File: src/rtl/poly_axis_tx_if.sv
// poly_axis_tx_if: AXI4-Stream bundle carrying polynomial beats.
//   tdata  - beat payload
//   tkeep  - byte enables, all ones on a valid beat
//   tlast  - marks the final beat of a polynomial
//   tvalid - source has a beat
//   tready - sink accepts the beat
interface poly_axis_tx_if #(
   parameter int DWIDTH = 256
);
   logic [DWIDTH-1:0]   tdata;
   logic [DWIDTH/8-1:0] tkeep;
   logic                tlast;
   logic                tvalid;
   logic                tready;

   modport master (output tdata, tkeep, tlast, tvalid, input tready);
   modport slave  (input tdata, tkeep, tlast, tvalid, output tready);
endinterface

File: src/rtl/poly_axis_tx.sv
// poly_axis_tx: reads one polynomial from the coefficient RAM, one row per read,
// and streams it out as BEATS_PER_POLY AXI4-Stream beats. Each coefficient is
// zero-extended into a STORE_WIDTH lane, and any coefficient >= Q raises a sticky error.
//   clk, rst_n   - clock and synchronous active-low reset
//   start_i      - request to send one polynomial (ignored while busy_o)
//   busy_o       - transfer in progress, including the done_o cycle
//   done_o       - one-cycle pulse after the last beat handshake
//   coeff_err_o  - sticky out-of-range flag, cleared on an accepted start
//   rd_en_o      - RAM read strobe (data returns exactly one cycle later)
//   rd_addr_o    - RAM row, equal to the beat index
//   rd_data_i    - one row of COEFFS_PER_BEAT coefficients
//   m_axis       - stream output (master side)

// One lane: zero-extend a coefficient and flag it if it is out of range.
module poly_axis_tx_lane #(
   parameter int STORE_WIDTH = 16,
   parameter int COEFF_WIDTH = 12,
   parameter int Q           = 3329
) (
   input  logic [COEFF_WIDTH-1:0] coeff,
   output logic [STORE_WIDTH-1:0] lane,
   output logic                   oor
);
   localparam logic [COEFF_WIDTH:0] QV = (COEFF_WIDTH+1)'(Q);

   assign lane = {{(STORE_WIDTH-COEFF_WIDTH){1'b0}}, coeff};
   assign oor  = ({1'b0, coeff} >= QV);
endmodule

module poly_axis_tx #(
   parameter int DWIDTH          = 256,
   parameter int STORE_WIDTH     = 16,
   parameter int COEFF_WIDTH     = 12,
   parameter int COEFFS_PER_BEAT = 16,
   parameter int BEATS_PER_POLY  = 16,
   parameter int Q               = 3329,
   localparam int BW             = $clog2(BEATS_PER_POLY)
) (
   input  logic                                   clk,
   input  logic                                   rst_n,
   input  logic                                   start_i,
   output logic                                   busy_o,
   output logic                                   done_o,
   output logic                                   coeff_err_o,
   output logic                                   rd_en_o,
   output logic [BW-1:0]                          rd_addr_o,
   input  logic [COEFFS_PER_BEAT*COEFF_WIDTH-1:0] rd_data_i,
   poly_axis_tx_if.master                         m_axis
);
   localparam logic [BW-1:0] LAST_ROW = BW'(BEATS_PER_POLY-1);

   typedef enum logic [1:0] {IDLE, RUN, DRAIN, DONE} state_t;
   state_t state_q, state_d;

   // Two-entry buffer. Each entry holds {tlast, tdata}. The head entry drives the bus.
   logic [DWIDTH:0] head_q, tail_q, wr_beat;
   logic            head_vld_q, tail_vld_q;
   logic            rd_vld_q;          // a read was issued last cycle, so data arrives now
   logic [BW-1:0]   ret_row_q;         // row number of the data arriving now
   logic            pop, credit;
   logic [2:0]      occ;

   logic [COEFFS_PER_BEAT-1:0][STORE_WIDTH-1:0] lanes;
   logic [COEFFS_PER_BEAT-1:0]                  oor;

   for (genvar k = 0; k < COEFFS_PER_BEAT; k++) begin : g_lane
      poly_axis_tx_lane #(
         .STORE_WIDTH(STORE_WIDTH), .COEFF_WIDTH(COEFF_WIDTH), .Q(Q)
      ) u_lane (
         .coeff(rd_data_i[k*COEFF_WIDTH +: COEFF_WIDTH]),
         .lane (lanes[k]),
         .oor  (oor[k])
      );
   end

   assign wr_beat = {(ret_row_q == LAST_ROW), lanes};
   assign pop     = head_vld_q & m_axis.tready;

   // Count entries already buffered plus entries still in flight, then subtract
   // this cycle's pop. A read is allowed only if that total is below two, so
   // returned data always finds a free slot in the cycle it arrives.
   assign occ    = {2'b0, head_vld_q} + {2'b0, tail_vld_q} + {2'b0, rd_vld_q};
   assign credit = (occ < (3'd2 + {2'b0, pop}));

   always_comb begin
      state_d = state_q;
      rd_en_o = 1'b0;
      done_o  = 1'b0;
      busy_o  = (state_q != IDLE);
      case (state_q)
         IDLE:  if (start_i) state_d = RUN;
         RUN: begin
            rd_en_o = credit;
            if (credit && rd_addr_o == LAST_ROW) state_d = DRAIN;
         end
         DRAIN: if (pop && head_q[DWIDTH]) state_d = DONE;
         DONE: begin
            done_o  = 1'b1;
            state_d = IDLE;
         end
         default: state_d = IDLE;
      endcase
   end

   always_ff @(posedge clk) begin
      if (!rst_n) begin
         state_q     <= IDLE;
         head_q      <= '0;
         tail_q      <= '0;
         head_vld_q  <= 1'b0;
         tail_vld_q  <= 1'b0;
         rd_vld_q    <= 1'b0;
         ret_row_q   <= '0;
         rd_addr_o   <= '0;
         coeff_err_o <= 1'b0;
      end else begin
         state_q  <= state_d;
         rd_vld_q <= rd_en_o;
         if (state_q == IDLE && start_i) begin
            rd_addr_o   <= '0;
            coeff_err_o <= 1'b0;
         end
         if (rd_en_o) begin
            ret_row_q <= rd_addr_o;
            rd_addr_o <= rd_addr_o + BW'(1);
         end
         if (rd_vld_q && |oor) coeff_err_o <= 1'b1;
         case ({rd_vld_q, pop})
            2'b10: begin
               if (!head_vld_q) begin
                  head_q     <= wr_beat;
                  head_vld_q <= 1'b1;
               end else begin
                  tail_q     <= wr_beat;
                  tail_vld_q <= 1'b1;
               end
            end
            2'b01: begin
               head_q     <= tail_q;
               head_vld_q <= tail_vld_q;
               tail_vld_q <= 1'b0;
            end
            2'b11: begin
               // Write and pop together: the occupancy stays the same and order is kept.
               if (tail_vld_q) begin
                  head_q <= tail_q;
                  tail_q <= wr_beat;
               end else begin
                  head_q <= wr_beat;
               end
            end
            default: ;
         endcase
      end
   end

   assign m_axis.tvalid = head_vld_q;
   assign m_axis.tdata  = head_q[DWIDTH-1:0];
   assign m_axis.tlast  = head_vld_q & head_q[DWIDTH];
   assign m_axis.tkeep  = {(DWIDTH/8){head_vld_q}};
endmodule

File: src/flat_wrapper.sv
// flat-port wrapper written by rule: the top's interface ports become plain ports
module poly_axis_tx_flat 
#(
   parameter int DWIDTH          = 256,
   parameter int STORE_WIDTH     = 16,
   parameter int COEFF_WIDTH     = 12,
   parameter int COEFFS_PER_BEAT = 16,
   parameter int BEATS_PER_POLY  = 16,
   parameter int Q               = 3329,
   localparam int BW             = $clog2(BEATS_PER_POLY)
)
  (clk, rst_n, start_i, busy_o, done_o, coeff_err_o, rd_en_o, rd_addr_o, rd_data_i, m_axis_tdata, m_axis_tkeep, m_axis_tlast, m_axis_tvalid, m_axis_tready);
  poly_axis_tx_if #(.DWIDTH(DWIDTH)) m_axis_i ();
  input  logic clk;
  input  logic rst_n;
  input  logic start_i;
  output logic busy_o;
  output logic done_o;
  output logic coeff_err_o;
  output logic rd_en_o;
  output logic [BW-1:0] rd_addr_o;
  input  logic [COEFFS_PER_BEAT*COEFF_WIDTH-1:0] rd_data_i;
  output wire logic [$bits(m_axis_i.tdata)-1:0] m_axis_tdata;
  output wire logic [$bits(m_axis_i.tkeep)-1:0] m_axis_tkeep;
  output wire logic [$bits(m_axis_i.tlast)-1:0] m_axis_tlast;
  output wire logic [$bits(m_axis_i.tvalid)-1:0] m_axis_tvalid;
  input wire logic [$bits(m_axis_i.tready)-1:0] m_axis_tready;
  assign m_axis_tdata = m_axis_i.tdata;
  assign m_axis_tkeep = m_axis_i.tkeep;
  assign m_axis_tlast = m_axis_i.tlast;
  assign m_axis_tvalid = m_axis_i.tvalid;
  assign m_axis_i.tready = m_axis_tready;
  poly_axis_tx #(.DWIDTH(DWIDTH), .STORE_WIDTH(STORE_WIDTH), .COEFF_WIDTH(COEFF_WIDTH), .COEFFS_PER_BEAT(COEFFS_PER_BEAT), .BEATS_PER_POLY(BEATS_PER_POLY), .Q(Q)) u_core (.clk(clk), .rst_n(rst_n), .start_i(start_i), .busy_o(busy_o), .done_o(done_o), .coeff_err_o(coeff_err_o), .rd_en_o(rd_en_o), .rd_addr_o(rd_addr_o), .rd_data_i(rd_data_i), .m_axis(m_axis_i));
endmodule
File: config.mk
export PLATFORM = sky130hd
export DESIGN_NAME = poly_axis_tx_flat
export DESIGN_NICKNAME = d
export VERILOG_FILES = /design/src/rtl/poly_axis_tx_if.sv /design/src/rtl/poly_axis_tx.sv /design/src/flat_wrapper.sv
export SDC_FILE = /design/constraint.sdc
export NUM_CORES = 1
export LEC_CHECK = 0
export CAP_MARGIN = 15
export CORE_AREA = 5 5 193 195
export DETAILED_ROUTE_END_ITERATION = 16
export DIE_AREA = 0 0 198 200
export GPL_ROUTABILITY_DRIVEN = 1
export PLACE_DENSITY = 0.84
export SLEW_MARGIN = 20
export SYNTH_ARGS = -nofsm -noshare
export SYNTH_HDL_FRONTEND = slang
export SYNTH_SLANG_ARGS = --single-unit
File: constraint.sdc
create_clock -name clk -period 6 [get_ports clk]
set_input_delay 1.2 -clock clk [delete_from_list [all_inputs] [get_ports clk]]
set_output_delay 1.2 -clock clk [all_outputs]
set_load 0.02 [all_outputs]
Word level (Yosys, flattened, before mapping) --
Index checks and enable logic that the tools add are counted.
Cells by class: $add $sub $neg 4, $lt $le $gt $ge 17, eq/ne operators 14, multiplexer cells 19, bitwise gates (word level) 2, reductions and logical operators 16
Operators with widths (number):
- $mux W257 | 4
- $pmux W257 S3 | 1
- $pmux W257 S2 | 1
- $ge A12 B12 Y1 const B | 16
- $reduce_or A16 Y1 | 1
- $reduce_bool A2 Y1 | 5
- $eq A2 B2 Y1 const B | 4
- $eq A4 B4 Y1 const B | 2
- $mux W4 | 2
- $ne A2 B1 Y1 const B | 4
- $pmux W2 S4 | 1
- $mux W2 | 3
- $reduce_and A3 Y1 | 2
- $mux W1 | 5
- $add A4 B1 Y4 const B | 1
- $eq A2 B1 Y1 const B | 2
- $logic_and A1 B1 Y1 | 4
- $ne A2 B2 Y1 const B | 2
- $pmux W1 S2 | 2
- $reduce_and A2 Y1 | 2
- $add A2 B1 Y3 const A | 1
- $add A3 B1 Y3 | 1
- $lt A3 B3 Y1 | 1
- $reduce_bool A3 Y1 | 1
- 3 further kinds | 4
Word-level totals: bits in registers 528, input bits 196, output and inout port bits 298, word-level logic and storage cells 81

Longest topological paths before layout --
depth after elaboration 6, mapped depth 10, gate-level depth less buffers 8

Hierarchy --
From an unflattened synthesis, not the netlist that was laid out.
Second synthesis, totals: cell total of the unflattened synthesis 3004, area, all modules 25848.5 µm²
By module, submodules not included:
- poly_axis_tx | times used 1, cells each 2668, area each 23286.1 µm², sequential area each 10570.1 µm²
- poly_axis_tx_lane | times used 16, cells each 21, area each 160.2 µm², sequential area each 0.0 µm²

Worst setup path after synthesis --
No wires, ideal clock.
path type register to output, from reg u_core.head_vld_q (netlist: u_core.m_axis.tvalid), to out rd_en_o, arrival time 2.466 ns, data required time 4.800 ns, slack 2.334 ns, stages on the path, launching flop included 5, path buffers 1, cells stage by stage dfxtp_1 -> fa_1 -> nand3b_2 -> a211oi_2 -> buf_4
On the way: cells in the longest elaborated chain, start to end 4, elaborated cells between the ends (all ways) 6, those cells by class 3 x add/sub; 1 x order compare; 1 x mux; 1 x bitwise
RTL lines:
- from (decl) | line poly_axis_tx.sv:57 | logic head_vld_q, tail_vld_q;
- from (signal assigned) | line poly_axis_tx.sv:140 | head_vld_q <= tail_vld_q;
- $add A1 B1 Y2 or $and A1 B1 Y1 (tied branches) | line poly_axis_tx.sv:82, poly_axis_tx.sv:77
- $add A3 B1 Y3 or $add A2 B1 Y3 (tied branches) | line poly_axis_tx.sv:82, poly_axis_tx.sv:83
- $lt A3 B3 Y1 * | line poly_axis_tx.sv:83 | assign credit = (occ < (3'd2 + {2'b0, pop}));
- $mux W1 * | line poly_axis_tx.sv:90 | case (state_q)
- to (decl) | line flat_wrapper.sv:20 | output logic rd_en_o;
Every way passes the cells marked *; elsewhere a longest branch is shown, timed or not.

Worst setup path after layout --
Ends and elaborated chain as after synthesis.

==> impl_metrics.toml <==
[die]
rows = 69
core_area_um2 = 35200
fp.dieH_um = 200
die_w_um = 198
start_util_pct = 51.2
io_pins = 494
die_area_um2 = 39600

[drt]
drtIter0Drc = 1592
drt-total-wl_mm = 57.5
drtAntennaViolNets = 0
via_count = 16500
drt_pass1_iterations = 7
routedWlPerCell_um = 20.6
avgViaCountPerCell = 5.93
drc = 0

[sta]
period_share_pct = 69.9
worst_slew_pin_slew_ns = 1.21
finalHoldViolCount = 0
rsz0062_at_grt = "no"
fin_crit_ns = 4.19
clock.fmax_mhz = 239
finClkSkew_ns = 0.0175
slew_violations = 0
relSlewSlack_pct = 18.7
setup_tns_ns = 0
final-setup-viol-count = 0

[finish]
multiInputGateArea_um2 = 7300
synthToLayoutAreaGrowth_pct = 21.1
nNetsFinal = 2505
final_cells = 2791
post-route-util_pct = 62.0
drive_gt1_share_pct = 4.05
regArea_um2 = 8010
fill_cells = 2903

[worst_setup_path]
timing.rr.start = "u_core.m_axis.tvalid$_SDFFE_PN0P_"
r2r_slack_ns = 2.73
critPathKind = "flop to primary output"
r2r_cells = 9
cp-end-kind = "primary output"
worstPathMaxFanout = 42
crit_required_ns = 4.80
rr_endpoint = "u_core.tail_q[132]$_SDFFE_PN0P_"
timing.critical_path.from_type = "flop"
critPathArrivalTime_ns = 2.99

[synth]
synth_area_leaders = "dfxtp_1, buf_4, a221oi_1, nand2_1, a21oi_1"
ys_warn_count = 0
synth_top_family_by_area = "simple AND/OR/NAND/NOR gates"
syn_avg_cell_area_um2 = 8.20
yosysSeqAreaShare_pct = 44.4
synthSimpleGateAreaFrac_pct = 20.9
synth_edf_count = 0
syn_inst = 2199
syn_area_um2 = 18000
synth_xor_area_share_pct = 0
synth_top_area_share_pct = 44.4
synthFlopType = "dfxtp_1"
yosysTopAreaCell = "dfxtp_1"
synth_fa_ha_area_share_pct = 0.944
synth_most_common_cell = "dfxtp_1"
postSynth.asyncResetShare_pct = 0
synth_compound_area_share_pct = 16.6
muxShareOfSynthArea_pct = 0.389
synth_common_cells = "dfxtp_1, nand2_1, buf_4"
synth-seq-cells = 400
synth_cell_type_count = 49

[min_path]
holdCritStartpoint = "u_core.tail_q[85]$_SDFFE_PN0P_"
holdCritPathClass = "flop to flop"
hold_path_end = "u_core.tail_q[85]$_SDFFE_PN0P_"
hold_depth = 2

[grt]
track_usage_pct = 27.1
antenna_found_initial = 5
grt_pass1_vias = 15800
grt-ovfl-total = 0
grt_pass1_wl_mm = 87.2
grt_max_degree = 181

[cts]
cts-root-buf = "clkbuf_16"
h-tree-depth = 2
post_cts_resized = 0
hold_buffers = 0
clkLatencyLatePin_ns = 0.55
cts_max_path_buffers = 3
cts_made_buffers = 43
cts.sinks = 400
clk_pin_slew_ns = 0.06
postCtsSetupBuffers = 0
cts_tree = "yes"

[job]
maxCapViolCount = 0

[run_status]
run_status = "finished, final reports clean"

[placed_design]
placed_cells = 2712
dpl.hpwl_mm = 38.1
place.gp.congestion = 0.870
portBuffers = 429

[power_and_ir_drop]
cellLeakagePower_nw = 7.52
vdd_drop_max_uv = 320
powerDensity_nw_per_um2 = 480
==> how the worst max path moves through the flow <==
stage	start	endpoint	slack [ns]	cells past startpoint
global placement	m_axis_tready	rd_en_o	1.90	5
floorplan	u_core.m_axis.tvalid$_SDFFE_PN0P_	rd_en_o	2.33	4
global route	u_core.m_axis.tvalid$_SDFFE_PN0P_	rd_en_o	1.63	6
CTS	u_core.m_axis.tvalid$_SDFFE_PN0P_	rd_en_o	1.78	6
finish	u_core.m_axis.tvalid$_SDFFE_PN0P_	rd_en_o	1.81	6
detailed placement	m_axis_tready	u_core.tail_q[132]$_SDFFE_PN0P_	1.83	9
==> routing by layer <==
metal	global-route usage, %	routed length, um	up-vias
met3	5.20	4700	168
met5	0	0	-
met4	12.0	2770	0
met2	45.7	28300	928
met1	33.9	21700	7905
li1	-	-	7543
==> cell usage in the layout, fill, tap and decap left out, types with 2 or more instances in the layout <==
cell | Yosys | final
conb_1 | 1 | 64
nand2b_1 | 3 | 2
dfxtp_1 | 400 | 400
clkbuf_16 | 0 | 43
nor3_1 | 193 | 193
clkbuf_1 | 59 | 11
buf_4 | 301 | 14
a221oi_1 | 194 | 194
clkbuf_8 | 0 | 5
o21ai_0 | 3 | 3
buf_12 | 0 | 6
inv_1 | 10 | 9
nand4_1 | 4 | 4
clkinv_4 | 0 | 2
mux2i_1 | 7 | 6
nand3_1 | 15 | 15
clkinv_2 | 0 | 4
ha_1 | 12 | 12
bufinv_16 | 0 | 4
diode_2 | 0 | 8
a21oi_1 | 201 | 201
o2bb2ai_1 | 2 | 2
o41ai_1 | 8 | 8
and3_1 | 3 | 3
nand2_1 | 392 | 392
nand4b_1 | 16 | 16
o22ai_1 | 10 | 10
nor2_1 | 211 | 211
clkdlybuf4s50_1 | 0 | 429
nor4_1 | 28 | 27
nand3b_1 | 2 | 2
==> state kept, by name, summed over array words and instances, names as in the netlist <==
signal,cells
u_core.state_q,2
u_core.coeff_err_o,1
u_core.tail_vld_q,1
u_core.rd_vld_q,1
u_core.ret_row_q,4
u_core.m_axis.tvalid,1
u_core.tail_q,193
u_core.rd_addr_o,4
u_core.head_q,193
==> area by class of cell <==
cell class / count / area share [%]
Clock inverter: 12 / 0.797
Clock buffer: 59 / 5.43
Timing Repair Buffer: 449 / 20.7
Inverter: 10 / 0.206
Multi-Input combinational cell: 1392 / 33.5
Tap cell: 461 / 2.64
Antenna cell: 8 / 0.0917
Sequential cell: 400 / 36.7
==> power breakdown <==
part | total (W) | switching [W] | internal [W]
Sequential | 0.00372 | 0.000409 | 0.00331
Combinational | 0.00416 | 0.00247 | 0.00169
Clock | 0.00261 | 0.00106 | 0.00155
==> metrics by stage <==
stage,area [um^2],total power (W),hold slack (ns),setup WS [ns]
global placement,20400,0.00777,0.441,1.90
global route,21800,0.0110,0.472,1.63
detailed placement,20400,0.00789,0.446,1.83
CTS,21800,0.0105,0.454,1.78
floorplan,18300,0.00683,0.436,2.33
finish,21800,0.0105,0.454,1.81
==> worst max-delay path, stage by stage, from the launching register on <==
cell	delay (ns)
dfxtp_1	0.30
buf_4	0.35
fa_1	0.46
nand3b_2	0.25
a211oi_2	0.23
buf_4	0.23
clkdlybuf4s50_1	0.64
==> kinds of logic after synthesis <==
kind of cell             Yosys count
AO/OA/AOI/OAI                    431
adder cells (fa/ha/maj)           13
buffers and inverters            470
flip-flops                       400
multiplexers                       7
other                              1
AND/OR/NAND/NOR                  877
Note: power is estimated with default switching activity, not from simulation.
